[config.mk]
export PLATFORM = sky130hd
export DESIGN_NAME = gray_ticket_arbiter
export DESIGN_NICKNAME = d
export VERILOG_FILES = /design/src/rtl/gray_arb_pkg.sv /design/src/rtl/gray_rr_pick.sv /design/src/rtl/gray_ticket_arbiter.sv
export SDC_FILE = /design/constraint.sdc
export NUM_CORES = 1
export LEC_CHECK = 0
export ABC_AREA = 1
export BUFFER_PORTS_ARGS = -buffer_cell sky130_fd_sc_hd__buf_4
export CAP_MARGIN = 15
export CORE_MARGIN = 2
export CORE_UTILIZATION = 40
export CTS_CLUSTER_DIAMETER = 100
export CTS_CLUSTER_SIZE = 25
export DETAILED_ROUTE_END_ITERATION = 7
export PLACE_DENSITY = 0.68
export RECOVER_POWER = 100
export SYNTH_ARGS = -nofsm -noshare
export SYNTH_HDL_FRONTEND = slang
export SYNTH_SLANG_ARGS = --single-unit
[constraint.sdc]
create_clock -name clk -period 2.7 [get_ports clk]
set_input_delay 0.675 -clock clk [delete_from_list [all_inputs] [get_ports clk]]
set_output_delay 0.675 -clock clk [all_outputs]
set_load 0.05 [all_outputs]
[src/rtl/gray_arb_pkg.sv]
// Shared types and gray-code helpers for the gray ticket arbiter.
// Helpers work on 32-bit values; callers cast to their own width (W <= 32).
package gray_arb_pkg;

  typedef enum logic {IDLE, HOLD} gta_state_e;

  function automatic logic [31:0] bin2gray(input logic [31:0] b);
    return b ^ (b >> 1);
  endfunction

  function automatic logic [31:0] gray2bin(input logic [31:0] g);
    logic [31:0] b;
    b = g;
    for (int s = 1; s < 32; s = s << 1) b = b ^ (b >> s);
    return b;
  endfunction

endpackage

[src/rtl/gray_rr_pick.sv]
// Combinational round-robin picker: first set request at or after ptr,
// searching circularly.
module gray_rr_pick #(
  parameter int NREQ = 4,
  parameter int PW   = $clog2(NREQ)
) (
  input  logic [NREQ-1:0] req,
  input  logic [PW-1:0]   ptr,
  output logic [NREQ-1:0] onehot,
  output logic [PW-1:0]   idx,
  output logic            any
);

  int          c;
  logic [PW-1:0] c_idx;

  always_comb begin
    onehot = '0;
    idx    = '0;
    any    = 1'b0;
    c      = 0;
    c_idx  = '0;
    for (int i = 0; i < NREQ; i++) begin
      c     = (int'(ptr) + i) % NREQ;
      c_idx = PW'(c);
      if (!any && req[c_idx]) begin
        any           = 1'b1;
        idx           = c_idx;
        onehot[c_idx] = 1'b1;
      end
    end
  end

endmodule

[src/rtl/gray_ticket_arbiter.sv]
// Round-robin arbiter handing out tickets from one shared gray counter,
// with an optional idle hold window after each grant.
module gray_ticket_arbiter
  import gray_arb_pkg::*;
#(
  parameter int NREQ     = 4,
  parameter int W        = 4,
  parameter int HOLD_CYC = 0
) (
  input  logic            clk,
  input  logic            rst_n,
  input  logic            en,
  input  logic            clr,
  input  logic [NREQ-1:0] req,
  output logic [NREQ-1:0] gnt,
  output logic [W-1:0]    ticket,
  output logic [W-1:0]    cnt_gray,
  output logic            wrap,
  output logic            busy
);

  localparam int PW = $clog2(NREQ);
  localparam int HW = 8;

  gta_state_e      state, state_nx;
  logic [W-1:0]    bin, bin_nx, cnt_gray_nx, ticket_nx;
  logic [PW-1:0]   ptr, ptr_nx, pick_idx;
  logic [NREQ-1:0] pick_onehot, gnt_nx;
  logic            pick_any, wrap_nx;
  logic [HW-1:0]   hold_cnt, hold_nx;

  gray_rr_pick #(.NREQ(NREQ), .PW(PW)) u_pick (
    .req    (req),
    .ptr    (ptr),
    .onehot (pick_onehot),
    .idx    (pick_idx),
    .any    (pick_any)
  );

  always_comb begin
    state_nx  = state;
    bin_nx    = bin;
    ticket_nx = ticket;
    ptr_nx    = ptr;
    hold_nx   = hold_cnt;
    gnt_nx    = '0;
    wrap_nx   = 1'b0;
    if (clr) begin
      bin_nx   = '0;
      state_nx = IDLE;
      hold_nx  = '0;
    end else begin
      case (state)
        IDLE: begin
          if (en && pick_any) begin
            gnt_nx    = pick_onehot;
            ticket_nx = cnt_gray;
            bin_nx    = bin + W'(1);
            wrap_nx   = &bin;
            ptr_nx    = (pick_idx == PW'(NREQ - 1)) ? '0 : pick_idx + PW'(1);
            if (HOLD_CYC > 0) begin
              state_nx = HOLD;
              hold_nx  = HW'(HOLD_CYC - 1);
            end
          end
        end
        HOLD: begin
          if (hold_cnt == '0) state_nx = IDLE;
          else                hold_nx  = hold_cnt - HW'(1);
        end
        default: state_nx = IDLE;
      endcase
    end
    // gray is formed before the flop so cnt_gray never glitches through a decode
    cnt_gray_nx = W'(bin2gray(32'(bin_nx)));
  end

  always_ff @(posedge clk or negedge rst_n) begin
    if (!rst_n) begin
      state    <= IDLE;
      bin      <= '0;
      cnt_gray <= '0;
      ticket   <= '0;
      gnt      <= '0;
      wrap     <= 1'b0;
      ptr      <= '0;
      hold_cnt <= '0;
    end else begin
      state    <= state_nx;
      bin      <= bin_nx;
      cnt_gray <= cnt_gray_nx;
      ticket   <= ticket_nx;
      gnt      <= gnt_nx;
      wrap     <= wrap_nx;
      ptr      <= ptr_nx;
      hold_cnt <= hold_nx;
    end
  end

  assign busy = (state == HOLD);

endmodule

==> results of run 1 <==
## how the worst max path moves through the flow
stage            from           to  slack, ns  cells after the start
5_1_grt        ptr[1]         flop       0.12                     11
6_report       ptr[1]         flop       0.32                     11
2_1_floorplan    flop  cnt_gray[1]       0.78                     12
4_1_cts        ptr[1]         flop       0.38                     11
3_3_place_gp   ptr[1]         flop       0.50                     11
3_5_place_dp   ptr[1]         flop       0.40                     11
## final cells by class
class,instances,share of cell area
clock inverters,1,0.003919
flip-flops and latches,27,0.3527
well taps,50,0.03266
repair buffers,21,0.05291
clock buffers,3,0.02155
multi-input cells,165,0.4631
inverters,36,0.07315
## worst max-delay path, cell delays in order, from the launching register on
cell and delay (ns):
dfrtp_1 0.51, inv_1 0.22, ha_1 0.39, inv_1 0.09, nand3_1 0.09, nand2_1 0.18
nand4_4 0.18, nand2_4 0.09, nor2_4 0.26, inv_2 0.11, nor2_1 0.12, a21oi_2 0.04
## Yosys cell counts (all sizes together)
cell type  count  share of area
clkbuf         1         0.0022
a21oi         10          0.031
o21ai         13          0.038
nor2          20          0.055
o2111ai        1         0.0051
o22ai          1         0.0036
nand2         78           0.19
dfrtp         27           0.39
nand4          7          0.038
ha            11          0.079
nor3           1         0.0029
inv           36          0.081
a21boi         1         0.0043
nand3         22          0.066
buf            2          0.011
## routing by layer
| metal | vias to the layer above | track usage | share of wire |
|---|---|---|---|
| li1 | 776 | - | - |
| met1 | 666 | 0.1885 | 0.46 |
| met4 | 0 | 0.02564 | 0.0038 |
| met5 | - | 0 | 0 |
| met2 | 23 | 0.2815 | 0.50 |
| met3 | 2 | 0.03343 | 0.039 |
## cells by family (layout without fill, tap and decap cells)
group	count (synthesis)	count (layout)	share of synthesized area
buffers and inverters	39	61	0.09387
AO/OA/AOI/OAI	26	26	0.08159
adder cells (fa/ha/maj)	11	11	0.07942
flip-flops	27	27	0.3899
AND/OR/NAND/NOR	128	128	0.3552
## power breakdown
group          internal, mW  switching, mW
sequential            0.467         0.0690
combinational         0.292          0.766
clock                 0.105          0.122
## registers in the layout, indices dropped and copies added, names as in the netlist, named ones only
register	flops
bin	4
busy	1
cnt_gray	3
gnt	4
hold_cnt	8
ptr	1
ticket	4
wrap	1
## through the flow
step,cells,total power [mW]
global placement,299,1.630
floorplan,231,1.396
finish,303,1.821
global route,303,1.987
CTS,303,1.880
detailed placement,299,1.650
==> results.toml, run 1 <==
[run_status]
outcome = "completed"

[timing]
setup_slack_ns = 0.3190
setup_viol = 0
final_max_slew_viol_count = 0
rsz0062_at_grt = "false"
holdWs_ns = 0.4632
fin_worst_skew_ns = 0.004097
setup_tns_ns = 0
max_freq_ghz = 0.4200
period_share = 0.8819
period_needed_ns = 2.381
maxSlewHeadroom = 0.07118
worstMarginPinSlew_ns = 1.393
hold_viol_final = 0

[cts]
tritoncts = "done"
cts_hold_buf = 0
cts_buffer_depth = 2
cts.clk_slew.worst_paths_ns = 0.09
h-tree-depth = 1
cts_made_buffers = 3
clockRootBuffer = "clkbuf_8"
clkLatencyLatePin_ns = 0.27
cts_setup_buffers = 0
cts_resized = 0
cts_sinks = 27

[run]
cap_violations = 0

[die]
core_um2 = 4086
start_util = 0.4241
rows = 23
pin_count = 22
die_area_um2 = 4875
die_y_um = 69.82
die_w_um = 69.82

[finish]
nFillCells = 421
final_common_cell = "nand2_1"
syn_to_final_growth_pct = 10.54
drive_gt1_frac = 0.1186
finish.utilization = 0.4688
multi_input_area_um2 = 887.1
register_area_um2 = 675.6
diodes = 0
fin_area_um2 = 1916
nets = 273
layout_common_cells = "nand2_1, inv_1, dfrtp_1"

[synthesis]
synth.distinct_cells = 27
yosysWarnings = 0
netlist_instances = 231
ys_ff_latch = 27
avgSynthCellArea_um2 = 7.502
synth-seq-area-share = 0.3899
synth_nets = 250
synthesis.area_um2 = 1733

[global_routing]
antenna_found_initial = 0
grt_pass1_vias = 1431
grt_max_degree = 28
track_usage = 0.1545
gr-total-overflow = 0
grt_pass1_wl_um = 6279

[setup_path]
crit_path_end_kind = "flop"
timing.rr.start = "ptr[1]"
rrSetupSlack_ns = 0.32
cp-start-kind = "flop"
crit_type = "reg2reg"
required_ns = 2.87
r2r_cells = 11
cp.arrival_ns = 2.55
critical_path.max_fanout = 11

[place]
dp_worst_setup_slack_ns = 0.3968
gp_congestion = 0.7952
port-buffer-count = 21
dpl_cell_area_um2 = 1931
dp_hpwl_um = 2729

[drt]
ant_nets = 0
wl_per_cell_um = 11.40
wirelength_um = 3454
drt_iter0_markers = 130
avgViaCountPerCell = 4.842
post-route-drc-count = 0
vias = 1467
first_pass_iters = 4

[power]
ir_drop_v = 0.0003228
powerDensity_nw_per_um2 = 950.8
power.leakage_nw = 1.022

[worst_hold_path]
min_path_type = "reg2reg"
min_path_cells = 1
hold_path_end = "hold_cnt[4]"
hold_start = "hold_cnt[4]"
No activity file was read; power rests on OpenSTA's default activity.
==> run 2, diff against run 1 <==
--- a/config.mk
+++ b/config.mk
@@ -8,13 +8,16 @@
 export ABC_AREA = 1
 export BUFFER_PORTS_ARGS = -buffer_cell sky130_fd_sc_hd__buf_4
 export CAP_MARGIN = 15
+export CELL_PAD_IN_SITES_DETAIL_PLACEMENT = 0
+export CELL_PAD_IN_SITES_GLOBAL_PLACEMENT = 1
 export CORE_MARGIN = 2
 export CORE_UTILIZATION = 40
 export CTS_CLUSTER_DIAMETER = 100
 export CTS_CLUSTER_SIZE = 25
 export DETAILED_ROUTE_END_ITERATION = 7
-export PLACE_DENSITY = 0.68
+export PLACE_DENSITY = 0.85
 export RECOVER_POWER = 100
+export SETUP_SLACK_MARGIN = 0.15
 export SYNTH_ARGS = -nofsm -noshare
 export SYNTH_HDL_FRONTEND = slang
 export SYNTH_SLANG_ARGS = --single-unit
==> run 2 against run 1 <==
Hold slack improved by 0.0083 ns. Global-route usage increased by 0.12 points. Non-clock buffer count unchanged. First-iteration DRC count decreased by 11%. Core utilization about the same. Clock skew about the same. Register-to-register slack improved by 0.06 ns. Critical path type unchanged.
==> results.toml, run 2 (synthesis gave the netlist of run 1 again) <==
[global_routing]
gr-total-overflow = 0
grt_util_met1 = 0.2236
grt_pass1_wl_um = 6223
grt_pass1_vias = 1375
met2_usage = 0.2360
grt_max_degree = 28
track_usage = 0.1557
antenna_found_initial = 0
busiest_layer = "met2"
grt_util_met3 = 0.03779

[drt]
wl_per_cell_um = 11.72
drt_iter0_markers = 116
first_pass_iters = 4
wirelength_um = 3550
post-route-drc-count = 0
avgViaCountPerCell = 4.805
ant_nets = 0
vias = 1456

[power]
swShare = 0.5258
internal_power_mw = 0.8655
combPwrFrac = 0.578
pwr-share-clk = 0.128
ir_drop_v = 0.0003177
power.switching_mw = 0.9598
seq_power_share = 0.294
power.leakage_nw = 1.017
powerDensity_nw_per_um2 = 953.5

[cts]
tritoncts = "done"
cts_resized = 0
cts.clk_slew.worst_paths_ns = 0.09
h-tree-depth = 1
cts_made_buffers = 3
cts_buffer_depth = 2
cts_sinks = 27
cts_setup_buffers = 0
clkLatencyLatePin_ns = 0.28
clockRootBuffer = "clkbuf_8"
cts_hold_buf = 0

[finish]
diodes = 0
final_common_cell = "nand2_1"
syn_to_final_growth_pct = 10.47
largest_register = "hold_cnt"
drive_gt1_frac = 0.1186
nFillCells = 440
largest_reg_flops = 8
fin_area_um2 = 1914
nets = 273
layout_common_cells = "nand2_1, inv_1, dfrtp_1"

[setup_path]
critPathMaxStageDelay_ns = 0.58
required_ns = 2.87
crit_chain = "inv_4 > ha_1 > inv_1 > nand3_1 > nand2_2 > nand4_4 > nand2_4 > nor2_4 > inv_1 > nor2_1 > a21oi_2"
crit_family = "simple AND/OR/NAND/NOR gates"
crit_path_frequent_cell = "inv_1"
cp_slowest_cell = "dfrtp_1"
cp.arrival_ns = 2.49
critical_path.max_fanout = 13
crit_type = "reg2reg"
crit_path_end_kind = "flop"
cp-start-kind = "flop"
crit_buf_inv = 3

[timing]
final_max_slew_viol_count = 0
setup_tns_ns = 0
max_freq_ghz = 0.4309
period_needed_ns = 2.321
fin_worst_skew_ns = 0.004067
worstMarginPinSlew_ns = 1.429
period_share = 0.8596
hold_viol_final = 0
setup_viol = 0
maxSlewHeadroom = 0.04738
rsz0062_at_grt = "false"

[place]
dp_hpwl_um = 2803
dpl_cell_area_um2 = 1931
port-buffer-count = 21
gp_congestion = 0.8196

[die]
die_w_um = 69.82
die_y_um = 69.82
start_util = 0.4241
die_area_um2 = 4875
rows = 23
pin_count = 22
core_um2 = 4086

[run]
cap_violations = 0

[worst_hold_path]
hold_start = "hold_cnt[4]"
min_path_type = "reg2reg"

[run_status]
outcome = "completed"
-- run 2: path summary, 6_finish.rpt --
kind / depth (start not counted) / slack, ns / end
worst min-delay path: 1 / 0.47 / hold_cnt[4]
min in group asynchronous: 1 / 0.71 / gnt[1]
worst max-delay path: 11 / 0.38 / flop
max in group asynchronous: 1 / 1.15 / hold_cnt[1]
worst min register to register: 1 / 0.47 / hold_cnt[4]
worst max register to register: 11 / 0.38 / flop
-- run 2: per-stage QoR --
stage | total power [mW] | worst slack [ns] | instances | hold slack, ns | utilization
floorplan | 1.396 | 0.7753 | 231 | 0.3794 | -
global placement | 1.643 | 0.4811 | 299 | 0.4488 | 0.4724
detailed placement | 1.647 | 0.4286 | 299 | 0.4575 | 0.4724
CTS | 1.889 | 0.4075 | 303 | 0.2967 | 0.4844
global route | 1.996 | 0.1198 | 303 | 0.4965 | 0.4685
finish | 1.825 | 0.3791 | 303 | 0.4715 | 0.4685
-- run 2: power groups by stage --
stage / Sequential [mW] / Clock, mW / Combinational [mW]
finish: 0.536 / 0.234 / 1.06
global route: 0.547 / 0.263 / 1.19
CTS: 0.538 / 0.248 / 1.10
detailed placement: 0.546 / 0 / 1.10
global placement: 0.545 / 0 / 1.10
floorplan: 0.678 / 0 / 0.718
-- run 2: area by class of cell --
type | count | area [µm²] | share of cell area
repair buffers | 21 | 101.3 | 0.05294
clock buffers | 3 | 41.29 | 0.02157
clock inverters | 1 | 7.507 | 0.003922
flip-flops and latches | 27 | 675.6 | 0.3529
multi-input cells | 165 | 885.9 | 0.4627
well taps | 50 | 62.56 | 0.03268
inverters | 36 | 140.1 | 0.07320
-- run 2: per-layer routing --
metal,up-vias,routed length [µm]
li1,776,-
met1,640,1828
met2,34,1505
met3,6,172
met4,0,43
met5,-,0
==> run 3, diff against run 2 <==
--- a/config.mk
+++ b/config.mk
@@ -11,11 +11,12 @@
 export CELL_PAD_IN_SITES_DETAIL_PLACEMENT = 0
 export CELL_PAD_IN_SITES_GLOBAL_PLACEMENT = 1
 export CORE_MARGIN = 2
-export CORE_UTILIZATION = 40
+export CORE_UTILIZATION = 42
 export CTS_CLUSTER_DIAMETER = 100
 export CTS_CLUSTER_SIZE = 25
 export DETAILED_ROUTE_END_ITERATION = 7
-export PLACE_DENSITY = 0.85
+export GPL_TIMING_DRIVEN = 0
+export PLACE_DENSITY = 0.88
 export RECOVER_POWER = 100
 export SETUP_SLACK_MARGIN = 0.15
 export SYNTH_ARGS = -nofsm -noshare
==> run 3 against run 2 <==
Worst setup slack got worse by 0.014 ns. Wire length decreased by 1.3%. Fmax decreased by 0.58%. Core utilization increased by 1.7 points. Final cell count increased by 0.99%. Clock power decreased by 4%. Hold slack about the same. Sequential cell count unchanged. Power decreased by 0.41%. Global-route usage increased by 1.5 points. Critical path type unchanged.
==> results.toml, run 3 (synthesis gave the netlist of run 1 again) <==
[cts]
clkLatencyLatePin_ns = 0.27
cts_resized = 0
h-tree-depth = 1
clockRootBuffer = "clkbuf_8"
cts_sinks = 27
cts.clk_slew.worst_paths_ns = 0.09
cts_hold_buf = 0
cts_buffer_depth = 2
cts_setup_buffers = 0
tritoncts = "done"
cts_made_buffers = 3

[timing]
rsz0062_at_grt = "false"
maxSlewHeadroom = 0.05564
fin_worst_skew_ns = 0.01060
final_max_slew_viol_count = 0
hold_viol_final = 0
setup_viol = 0
worstMarginPinSlew_ns = 1.417
setup_tns_ns = 0
period_share = 0.8646
period_needed_ns = 2.334
max_freq_ghz = 0.4284

[global_routing]
track_usage = 0.1708
grt_pass1_vias = 1408
antenna_found_initial = 0
gr-total-overflow = 0
grt_pass1_wl_um = 6092
grt_max_degree = 28

[finish]
diodes = 0
final_common_cell = "nand2_1"
syn_to_final_growth_pct = 11.19
drive_gt1_frac = 0.1211
nets = 276
finish.utilization = 0.4852
largest_reg_flops = 8
layout_common_cells = "nand2_1, inv_1, dfrtp_1"
largest_register = "hold_cnt"
fin_area_um2 = 1927

[drt]
first_pass_iters = 4
drt_iter0_markers = 77
vias = 1502
post-route-drc-count = 0
avgViaCountPerCell = 4.908
wl_per_cell_um = 11.45
ant_nets = 0
wirelength_um = 3503

[power]
ir_drop_v = 0.0003924
powerDensity_nw_per_um2 = 943.4
power.leakage_nw = 1.033

[place]
port-buffer-count = 21
gp_congestion = 0.7361
dp_hpwl_um = 2674
dpl_cell_area_um2 = 1953

[setup_path]
crit_path_end_kind = "flop"
rrSetupSlack_ns = 0.37
timing.rr.start = "ptr[1]"
critical_path.max_fanout = 10
required_ns = 2.89
cp-start-kind = "flop"
cp.arrival_ns = 2.52
crit_type = "reg2reg"
r2r_cells = 11

[worst_hold_path]
hold_start = "hold_cnt[4]"
min_path_cells = 1
min_path_type = "reg2reg"
hold_path_end = "hold_cnt[4]"

[die]
die_w_um = 68.24
start_util = 0.4364
pin_count = 22
core_um2 = 3971
die_area_um2 = 4656
rows = 23
die_y_um = 68.24

[run]
cap_violations = 0

[run_status]
outcome = "completed"
[run 3: cell type report]
type	count	area (µm²)
fillers	431	2044
multi-input cells	165	885.9
flip-flops and latches	27	675.6
inverters	36	140.1
repair buffers	21	101.3
well taps	50	62.56
clock buffers	4	45.04
plain buffers	3	16.27
[run 3: per-stage QoR]
| stage | hold slack [ns] | total power, mW | setup WS [ns] | instances |
|---|---|---|---|---|
| after floorplan | 0.3794 | 1.396 | 0.7753 | 231 |
| after detailed placement | 0.4606 | 1.650 | 0.4260 | 302 |
| final | 0.4716 | 1.818 | 0.3656 | 306 |
| after global routing | 0.5016 | 2.007 | 0.1234 | 306 |
| after global placement | 0.4542 | 1.641 | 0.4228 | 302 |
| after CTS | 0.3101 | 1.873 | 0.4063 | 306 |
[run 3: power by group]
| group | internal [mW] | switching (mW) |
|---|---|---|
| Sequential | 0.467 | 0.0745 |
| Combinational | 0.294 | 0.756 |
| Clock | 0.106 | 0.120 |
[run 3: layer usage]
metal  global-route usage  wire length, µm  share of wire
met5                    0                0              0
met2               0.2755             1533           0.44
met1               0.2349             1798           0.51
met3              0.04770              150          0.043
met4              0.02000               21         0.0060
[run 3: worst max path at each step]
stage / startpoint / to / slack [ns]
floorplan: flop / cnt_gray[1] / 0.78
global placement: ptr[1] / ptr[1] / 0.42
detailed placement: ptr[1] / gnt[0] / 0.43
CTS: ptr[1] / gnt[0] / 0.41
global route: ptr[1] / wrap / 0.12
finish: ptr[1] / flop / 0.37
[run 3: worst max-delay path: stages (launching register included)]
cell      delay (ns)
dfrtp_1         0.53
inv_1           0.23
ha_1            0.41
inv_1           0.09
nand3_1         0.10
nand2_2         0.11
nand4_4         0.14
nand2_4         0.09
nor2_4          0.11
clkbuf_2        0.25
nand2_4         0.05
a21oi_1         0.14
